<file path="src/rtl/rob_commit.sv">
// ============================================================================
// Module   : rob_commit
// Purpose  : Reorder-buffer commit stage. Hands out tags 1..DEPTH in a
//            circular order, collects out-of-order results and retires
//            entries strictly in tag order. Entries that write a non-zero
//            register produce a registered write-back pulse.
// Options  : ROB_BYPASS_EN - when defined, a result that arrives for the
//            waiting head entry retires it in the same cycle.
// Revision : 1.0 - initial release
// ============================================================================
`default_nettype none

module rob_commit #(
  parameter int TAG_W  = 4,
  parameter int DATA_W = 32,
  parameter int DEPTH  = (2**TAG_W) - 1
) (
  input  logic              clk_i,
  input  logic              rst_ni,
  input  logic              flush_i,
  input  logic              alloc_valid_i,
  input  logic              alloc_rd_en_i,
  input  logic [4:0]        alloc_rd_i,
  output logic              alloc_ready_o,
  output logic [TAG_W-1:0]  alloc_tag_o,
  input  logic              res_valid_i,
  input  logic [TAG_W-1:0]  res_tag_i,
  input  logic [DATA_W-1:0] res_data_i,
  output logic              wb_valid_o,
  output logic [TAG_W-1:0]  wb_tag_o,
  output logic [4:0]        wb_rd_o,
  output logic [DATA_W-1:0] wb_data_o,
  output logic [TAG_W-1:0]  count_o
);

  // Tag 0 is reserved as "invalid"; the first usable tag is 1.
  localparam logic [TAG_W-1:0] TAG_FIRST = TAG_W'(1);
  localparam logic [TAG_W-1:0] DEPTH_T   = TAG_W'(DEPTH);

  // --------------------------------------------------------------------------
  // State
  // --------------------------------------------------------------------------
  logic [DEPTH:1]     busy_q, busy_d;
  logic [DEPTH:1]     done_q, done_d;
  logic [TAG_W-1:0]   head_q, head_d;
  logic [TAG_W-1:0]   tail_q, tail_d;
  logic [TAG_W-1:0]   count_q, count_d;
  logic               wb_valid_q, wb_valid_d;
  logic [TAG_W-1:0]   wb_tag_q, wb_tag_d;
  logic [4:0]         wb_rd_q, wb_rd_d;
  logic [DATA_W-1:0]  wb_data_q, wb_data_d;

  // Per-entry payload: destination info from the decoder and the result.
  logic               rden_q [1:DEPTH];
  logic [4:0]         rd_q   [1:DEPTH];
  logic [DATA_W-1:0]  data_q [1:DEPTH];

  // --------------------------------------------------------------------------
  // Control wires
  // --------------------------------------------------------------------------
  logic               alloc_fire;
  logic [DEPTH:1]     res_we;
  logic               head_done;
  logic               head_bypass;
  logic               retire;
  logic               retire_wb;
  logic [DATA_W-1:0]  retire_data;

  // Advance a tag around the ring, skipping the invalid tag 0.
  function automatic logic [TAG_W-1:0] next_tag(input logic [TAG_W-1:0] t);
    return (t == DEPTH_T) ? TAG_FIRST : (t + TAG_FIRST);
  endfunction

  // Ready is based only on the registered count, so a same-cycle retire of a
  // full queue never opens a slot early.
  assign alloc_ready_o = (count_q < DEPTH_T);
  assign alloc_tag_o   = tail_q;
  assign alloc_fire    = alloc_valid_i && alloc_ready_o;

  assign count_o    = count_q;
  assign wb_valid_o = wb_valid_q;
  assign wb_tag_o   = wb_tag_q;
  assign wb_rd_o    = wb_rd_q;
  assign wb_data_o  = wb_data_q;

  // Result capture enables: only a busy entry with a matching non-zero tag.
  always_comb begin
    res_we = '0;
    for (int k = 1; k <= DEPTH; k++) begin
      res_we[k] = res_valid_i && (res_tag_i == TAG_W'(k)) && busy_q[k];
    end
  end

  // Head retirement decision, optionally short-circuited by a same-cycle
  // result addressed to the head entry.
  always_comb begin
    head_done = busy_q[head_q] && done_q[head_q];
`ifdef ROB_BYPASS_EN
    head_bypass = res_valid_i && busy_q[head_q] && (res_tag_i == head_q);
`else
    head_bypass = 1'b0;
`endif
    retire      = head_done || head_bypass;
    retire_data = head_done ? data_q[head_q] : res_data_i;
    retire_wb   = retire && rden_q[head_q] && (rd_q[head_q] != 5'd0);
  end

  // Next-state for pointers, occupancy, per-entry flags and write-back port.
  always_comb begin
    busy_d     = busy_q;
    done_d     = done_q;
    head_d     = head_q;
    tail_d     = tail_q;
    count_d    = count_q;
    wb_valid_d = 1'b0;
    wb_tag_d   = wb_tag_q;
    wb_rd_d    = wb_rd_q;
    wb_data_d  = wb_data_q;

    if (flush_i) begin
      busy_d  = '0;
      done_d  = '0;
      head_d  = TAG_FIRST;
      tail_d  = TAG_FIRST;
      count_d = '0;
    end else begin
      // Results mark their entry done (entry must already be busy).
      done_d = done_q | res_we;

      // Retire the head; clearing after the result update lets a bypassed
      // result complete and free the entry in one step.
      if (retire) begin
        busy_d[head_q] = 1'b0;
        done_d[head_q] = 1'b0;
        head_d         = next_tag(head_q);
        if (retire_wb) begin
          wb_valid_d = 1'b1;
          wb_tag_d   = head_q;
          wb_rd_d    = rd_q[head_q];
          wb_data_d  = retire_data;
        end
      end

      // The tail entry is never busy while a grant is possible, so it cannot
      // collide with the retiring head or an accepted result.
      if (alloc_fire) begin
        busy_d[tail_q] = 1'b1;
        done_d[tail_q] = 1'b0;
        tail_d         = next_tag(tail_q);
      end

      count_d = count_q + TAG_W'(alloc_fire) - TAG_W'(retire);
    end
  end

  // Control state, cleared asynchronously by reset.
  always_ff @(posedge clk_i or negedge rst_ni) begin
    if (!rst_ni) begin
      busy_q     <= '0;
      done_q     <= '0;
      head_q     <= TAG_FIRST;
      tail_q     <= TAG_FIRST;
      count_q    <= '0;
      wb_valid_q <= 1'b0;
      wb_tag_q   <= '0;
      wb_rd_q    <= '0;
      wb_data_q  <= '0;
    end else begin
      busy_q     <= busy_d;
      done_q     <= done_d;
      head_q     <= head_d;
      tail_q     <= tail_d;
      count_q    <= count_d;
      wb_valid_q <= wb_valid_d;
      wb_tag_q   <= wb_tag_d;
      wb_rd_q    <= wb_rd_d;
      wb_data_q  <= wb_data_d;
    end
  end

  // Entry payload storage; contents are only meaningful while busy is set.
  always_ff @(posedge clk_i) begin
    for (int k = 1; k <= DEPTH; k++) begin
      if (alloc_fire && (tail_q == TAG_W'(k))) begin
        rden_q[k] <= alloc_rd_en_i;
        rd_q[k]   <= alloc_rd_i;
      end
      if (res_we[k]) begin
        data_q[k] <= res_data_i;
      end
    end
  end

endmodule

`default_nettype wire

</file>
<file path="config.mk">
export PLATFORM = sky130hd
export DESIGN_NAME = rob_commit
export DESIGN_NICKNAME = d
export VERILOG_FILES = /design/src/rtl/rob_commit.sv
export SDC_FILE = /design/constraint.sdc
export NUM_CORES = 1
export LEC_CHECK = 0
export CAP_MARGIN = 5
export CORE_MARGIN = 5
export CORE_UTILIZATION = 43
export CTS_CLUSTER_SIZE = 30
export DETAILED_ROUTE_END_ITERATION = 8
export PLACE_DENSITY = 0.73
export SYNTH_ARGS = -nofsm -noshare
export SYNTH_HDL_FRONTEND = slang
export SYNTH_SLANG_ARGS = --single-unit
</file>
<file path="constraint.sdc">
create_clock -name clk_i -period 3.3 [get_ports clk_i]
set_input_delay 0.825 -clock clk_i [delete_from_list [all_inputs] [get_ports clk_i]]
set_output_delay 0.825 -clock clk_i [all_outputs]
set_load 0.02 [all_outputs]
</file>
==> results of run 1 <==
==> cells in the mapped netlist, types with 7 or more instances <==
master / number
buf_6: 7
nand2b_1: 14
nor4_1: 15
inv_1: 21
nand3_1: 7
clkbuf_1: 40
dfrtp_1: 82
mux4_2: 148
nor2b_1: 8
a21oi_1: 43
o32ai_1: 11
mux2i_1: 39
mux2_4: 35
edfxtp_1: 570
o21ai_0: 8
nand2_1: 19
and3_1: 28
buf_2: 13
nor2_1: 81
ha_1: 13
==> power by group through the flow <==
stage	combinational [W]	clock (W)	sequential (W)
after floorplan	0.000960	0	0.00983
after global placement	0.00204	0	0.00970
after detailed placement	0.00209	0	0.00969
after CTS	0.00210	0.00772	0.00952
after global routing	0.00223	0.00814	0.00954
final	0.00208	0.00758	0.00952
==> critical path, delay by kind of cell, from the launching register on <==
| kind | cells | cell delay (ns) |
|---|---|---|
| AOI/OAI and AO/OA | 3 | 0.69 |
| muxes | 2 | 0.83 |
| and+or+nand+nor | 1 | 0.30 |
| DFF | 1 | 0.69 |
| buffers and inverters | 2 | 0.39 |
==> per-layer routing <==
metal / wire [µm] / up-vias / part of all wire [%] / GRT usage [%]
met5: 11 / - / 0.020 / 0
met4: 945 / 2 / 1.7 / 4.53
met3: 4160 / 77 / 7.5 / 3.86
met2: 27400 / 481 / 49 / 28.3
met1: 23300 / 6625 / 42 / 24.4
li1: - / 5499 / - / -
==> logic make-up (layout without fill, tap and decap cells) <==
group	Yosys count	after routing	share of synthesized area [%]
other	0	3	0
xor gates and xnor gates	3	3	0.102
muxes	223	223	16.6
adders and majority gates	14	14	0.710
DFF	654	654	74.7
AOI/OAI and AO/OA	95	95	2.48
and+or+nand+nor	191	191	3.71
buffers and inverters	90	307	1.74
==> stage by stage <==
| stage | worst slack, ns | hold slack (ns) |
|---|---|---|
| floorplan | 0.00694 | 0.509 |
| global placement | 0.258 | 0.506 |
| detailed placement | 0.234 | 0.507 |
| CTS | 0.205 | 0.322 |
| global route | 0.131 | 0.352 |
| finish | 0.248 | 0.313 |
==> worst max path at each step <==
stage	start	to	slack [ns]
2_1_floorplan	head_q[0]	count_o[2]	0.007
6_report	head_q[0]	wb_data_o[24]	0.25
3_5_place_dp	head_q[0]	wb_data_o[6]	0.23
3_3_place_gp	head_q[0]	wb_data_o[5]	0.26
4_1_cts	head_q[0]	wb_data_o[24]	0.21
5_1_grt	head_q[0]	count_o[2]	0.13
==> cell type report <==
type / instances / area, µm² / share of cell area [%]
Clock buffer: 88 / 1870 / 6.16
Antenna cell: 3 / 7.51 / 0.0248
Multi-Input combinational cell: 526 / 6080 / 20.0
Sequential cell: 654 / 19200 / 63.4
Inverter: 22 / 82.6 / 0.272
Clock inverter: 36 / 363 / 1.20
Timing Repair Buffer: 161 / 1730 / 5.71
Tap cell: 773 / 967 / 3.19
==> registers in the layout, indices dropped and copies added, names as in the netlist <==
name	flops
alloc_tag_o	4
busy_q	15
count_o	4
data_q	480
done_q	15
head_q	4
rd_q	75
rden_q	15
wb_data_o	32
wb_rd_o	5
wb_tag_o	4
wb_valid_o	1
==> timing repair <==
action | 4_1_cts | 5_1_grt
resized for setup | 0 | 0
endpoints found under the setup margin | 0 | 1
buffers inserted | 0 | 7
==> key figures, run 1 <==
Status
  • Status: finished, final reports clean

Routing
  • First DRT Iteration DRCs: 1,267
  • Drt first pass iters: 5
  • Aggregate routed wire length: 55,900 µm
  • WL/cell: 24.7 µm
  • DRC: 0
  • Vias per cell: 5.60
  • ANT nets after route: 0
  • Via Count: 12.7k

Pwr
  • Max IR drop VDD: 0.344 mV
  • Psw: 0.00434 W
  • Total power: 0.0192 W
  • Flop pwr share: 49.6%
  • Sw Ratio: 22.6%
  • Leak: 10.5 nW
  • Comb pwr share: 10.9%
  • Clock power frac: 39.5%
  • Internal: 0.0148 W
  • Pwr dens: 632 nW/µm²

Placement
  • Placed Instances: 2,129
  • DP HPWL: 30,300 µm
  • PortBufs: 97
  • GP Congestion: 0.889
  • Area of placed instances: 28,000 µm²

Final layout
  • Final core utilization: 51.3%
  • Layout Cells excl Fill: 2,263
  • Layout fillers: 4,535
  • Commonest non-fill, non-tap cell in the layout: edfxtp_1
  • Fraction of layout cells with a size suffix above 1: 25.2%
  • Final Instance Area: 30,300 µm²
  • Final #Nets: 1,493
  • Synthesis-to-finish area growth: 17.9%
  • Most frequent cells in the layout: 570 x edfxtp_1, 148 x mux4_2, 95 x clkdlybuf4s50_1, 81 x nor2_1, 80 x dfrtp_1

STA
  • Worst slew margin: 46.8%
  • Setup Viol. Count Final: 0
  • Slew @ Worst Pin: 0.799 ns
  • Setup Total Neg Slack: 0 ns
  • Fin crit share: 92.5%
  • Pins Over Slew Limit: 0
  • RSZ-0062 raised after global routing: no
  • F_max: 0.328 GHz
  • Final min period: 3.05 ns
  • Hold Vio Cnt, Final: 0
  • Clock Skew: 0.0306 ns

Global routing
  • Initial antenna violation count: 6
  • Global Route Usage Sum: 17.4%
  • First-pass GRT wire length: 84,900 µm
  • Largest net degree at the start of global routing: 112
  • GR Overflow Total: 0
  • Vias in the first global route: 13.3k

Synth
  • Post-synth ARST share: 12.8%
  • Mapped Cells: 1,270
  • Syn. warnings: 0
  • Synth area leaders: edfxtp_1 67%, mux4_2 13%, dfrtp_1 8.0%
  • Post-synth top area share: 66.5%
  • Post-synthesis sequential area ratio: 74.7%
  • Synth Register Bits: 654
  • Syn Nets: 1,331
  • Post-synth cell types: 53
  • Mean post-synth cell area: 20.3 µm²
  • Mapped cell area: 25,700 µm²
  • Count of flip-flops with a built-in enable after synthesis: 570
  • Largest area contributor in the netlist: edfxtp_1
  • Primary FF master, synth: edfxtp_1

Die
  • Die Y: 255 µm
  • # rows: 89
  • Full die area: 64,800 µm²
  • Top-Level Pins: 98
  • Chip width: 255 µm
  • Core Area: 59,100 µm²
  • Starting Density: 43.5%

Worst setup path
  • Crit-path cells: buf_4 > mux4_2 > a22o_1 > a211o_1 > nor4_4 > a211oi_4 > buf_12 > mux2_4
  • Req. time, crit path: 3.78 ns
  • R2R Setup Slk: 0.25 ns
  • Max incr delay on CP: 0.69 ns
  • Critical Path Sink Type: flip-flop
  • Crit path kind: flip-flop to flip-flop
  • CP Launch Type: flip-flop
  • Worst r2r src: head_q[0]
  • Worst Reg-to-Reg Cells: 8
  • R2R Path End: wb_data_o[24]
  • Slowest CP cell: dfstp_4
  • Worst Path Max Fanout: 21
  • Crit path DAT: 3.53 ns

Clocking
  • CTS root buf: clkbuf_16
  • CTS tree: yes
  • # hold bufs at CTS: 0
  • CTS HTree Levels: 3
  • Skew-Pair Late Insertion Delay: 0.60 ns
  • Clock slew at reported path FFs: 0.06 ns
  • Clock Sinks: 654
  • TritonCTS buffer count: 67
  • Max clock buf depth: 3

Min path
  • Hold Path Class: input pin to async pin

Run
  • Max cap viols: 0
Note: power is estimated with default switching activity, not from simulation.
==> run 2, diff against run 1 <==
--- a/config.mk
+++ b/config.mk
@@ -10,7 +10,7 @@
 export CORE_UTILIZATION = 43
 export CTS_CLUSTER_SIZE = 30
 export DETAILED_ROUTE_END_ITERATION = 8
-export PLACE_DENSITY = 0.73
+export PLACE_DENSITY = 0.71
 export SYNTH_ARGS = -nofsm -noshare
 export SYNTH_HDL_FRONTEND = slang
 export SYNTH_SLANG_ARGS = --single-unit
==> constraint.sdc (replaced) <==
create_clock -name clk_i -period 3 [get_ports clk_i]
set_input_delay 0.75 -clock clk_i [delete_from_list [all_inputs] [get_ports clk_i]]
set_output_delay 0.75 -clock clk_i [all_outputs]
set_load 0.02 [all_outputs]
==> run 2 against run 1 <==
Effect of this change: the flow now finishes with violations (negative setup slack); flip-flop and latch count is the same; via count increased by 3.1%; maximum frequency shrank 2.6%; die area unchanged; design area up 1.4%; first-iteration DRC count is 8.3% higher; highest routed layer unchanged.
==> key figures, run 2 (synthesis gave the netlist of run 1 again) <==
Status
  • Status: finished with violations
  • Failing checks: negative setup slack

Clocking
  • TritonCTS buffer count: 66
  • CTS root buf: clkbuf_16
  • Clock slew at reported path FFs: 0.06 ns
  • CTS HTree Levels: 3
  • CTS tree: yes
  • Skew-Pair Late Insertion Delay: 0.60 ns
  • Max clock buf depth: 3
  • Clock Sinks: 654
  • # hold bufs at CTS: 0

Worst setup path
  • Crit-path cells: buf_4 > mux4_2 > a22o_1 > a211o_1 > nor4_4 > buf_4 > a211oi_4 > buf_12 > buf_12 > mux2_4
  • Max incr delay on CP: 0.67 ns
  • Req. time, crit path: 3.48 ns
  • Slowest CP cell: dfstp_4
  • WP depth: 10
  • Crit path kind: flip-flop to flip-flop
  • Delay-heaviest family, CP: multiplexers
  • Worst Path Max Fanout: 9
  • Worst Reg-to-Reg Cells: 10
  • Critical Path Sink Type: flip-flop
  • Buf/Inv on CP: 4
  • CP Launch Type: flip-flop
  • Crit path DAT: 3.62 ns
  • R2R Setup Slk: -0.13 ns

Routing
  • Vias per cell: 5.69
  • ANT nets after route: 0
  • WL/cell: 25.5 µm
  • Highest routed layer: met5
  • DRC: 0
  • Drt first pass iters: 5
  • First DRT Iteration DRCs: 1,372
  • Aggregate routed wire length: 58,600 µm
  • Met1 Routed Length: 23,900 µm
  • Metal3 WL: 4370 µm
  • Met2 wire length: 29,000 µm
  • Via Count: 13.1k

Placement
  • DP HPWL: 32,600 µm
  • Placed Instances: 2,157
  • GP Congestion: 0.901
  • PortBufs: 97

STA
  • Fin crit share: 104%
  • RSZ-0062 raised after global routing: yes
  • Pins Over Slew Limit: 0
  • Clock Skew: 0.0332 ns
  • Setup Viol. Count Final: 40
  • F_max: 0.319 GHz
  • Hold Vio Cnt, Final: 0
  • Worst slew margin: 45.8%
  • Slew @ Worst Pin: 0.813 ns
  • Final min period: 3.13 ns
  • PnR worst setup slack: -0.135 ns

Die
  • Core Area: 59,100 µm²
  • Die Y: 255 µm
  • Chip width: 255 µm
  • # rows: 89
  • Starting Density: 43.5%
  • Top-Level Pins: 98
  • Full die area: 64,800 µm²

Final layout
  • Multi-input gate area: 6180 µm²
  • Sequential standard cell area: 19,200 µm²
  • Max reg flops: 480
  • Layout fillers: 4,481
  • Final #Nets: 1,529
  • Fraction of layout cells with a size suffix above 1: 27.7%
  • Most flops, register: data_q
  • Most frequent cells in the layout: 570 x edfxtp_1, 148 x mux4_2, 95 x clkdlybuf4s50_1, 81 x nor2_1, 80 x dfrtp_1
  • Synthesis-to-finish area growth: 19.5%
  • Layout Cells excl Fill: 2,297
  • Commonest non-fill, non-tap cell in the layout: edfxtp_1

Pwr
  • Total power: 0.0209 W
  • Pwr dens: 679 nW/µm²
  • Leak: 10.7 nW
  • Max IR drop VDD: 0.383 mV

Min path
  • Hold Path Class: input pin to async pin

Global routing
  • Largest net degree at the start of global routing: 102
  • First-pass GRT wire length: 86,500 µm
  • Vias in the first global route: 13.4k
  • GR Overflow Total: 0
  • Global Route Usage Sum: 17.9%
  • Initial antenna violation count: 4

Run
  • Max cap viols: 0
run 2: final timing paths:
check                             from              to
setup reg to reg             head_q[0]   wb_data_o[31]
min in group clk_i         wb_tag_o[3]     wb_tag_o[3]
setup / recovery             head_q[0]   wb_data_o[31]
hold reg to reg            wb_tag_o[3]     wb_tag_o[3]
hold / removal                  rst_ni     wb_tag_o[1]
max in group asynchronous       rst_ni  alloc_tag_o[0]
run 2: final cells by class:
type | instances | area share (%)
Clock buffer | 96 | 6.27
Timing Repair Buffer | 198 | 7.01
Sequential cell | 654 | 62.5
Multi-Input combinational cell | 526 | 20.1
Clock inverter | 26 | 0.667
Antenna cell | 2 | 0.0163
Tap cell | 773 | 3.14
Inverter | 22 | 0.277
run 2: what timing repair did:
action                     in CTS  in global routing
cloned                          0                  2
pin swaps                       1                  3
gates resized for setup         6                 13
setup buffers                   4                 10
setup endpoints to repair      38                 41
run 2: metrics by stage:
| step | setup WS (ns) | utilization, % | area (µm²) | hold slack [ns] | setup TNS [ns] |
|---|---|---|---|---|---|
| after floorplan | -0.119 | - | 25800 | 0.454 | -0.218 |
| after global placement | -0.125 | 47.9 | 28300 | 0.513 | -3.69 |
| after detailed placement | -0.166 | 47.9 | 28300 | 0.514 | -4.94 |
| after CTS | -0.0870 | 51.6 | 30500 | 0.196 | -2.42 |
| after global routing | -0.203 | 52.0 | 30800 | 0.234 | -7.12 |
| final | -0.135 | 52.0 | 30800 | 0.196 | -4.34 |
run 2: where the power goes:
| part | internal (W) | switching [W] |
|---|---|---|
| combinational | 0.00128 | 0.00114 |
| clock | 0.00460 | 0.00340 |
| sequential | 0.0102 | 0.000294 |
| total | 0.0161 | 0.00483 |
run 2: routing by layer:
metal,vias to the layer above,track usage (%)
met5,-,0
met4,2,5.22
met2,539,29.3
met3,91,3.69
li1,5574,-
met1,6867,24.8
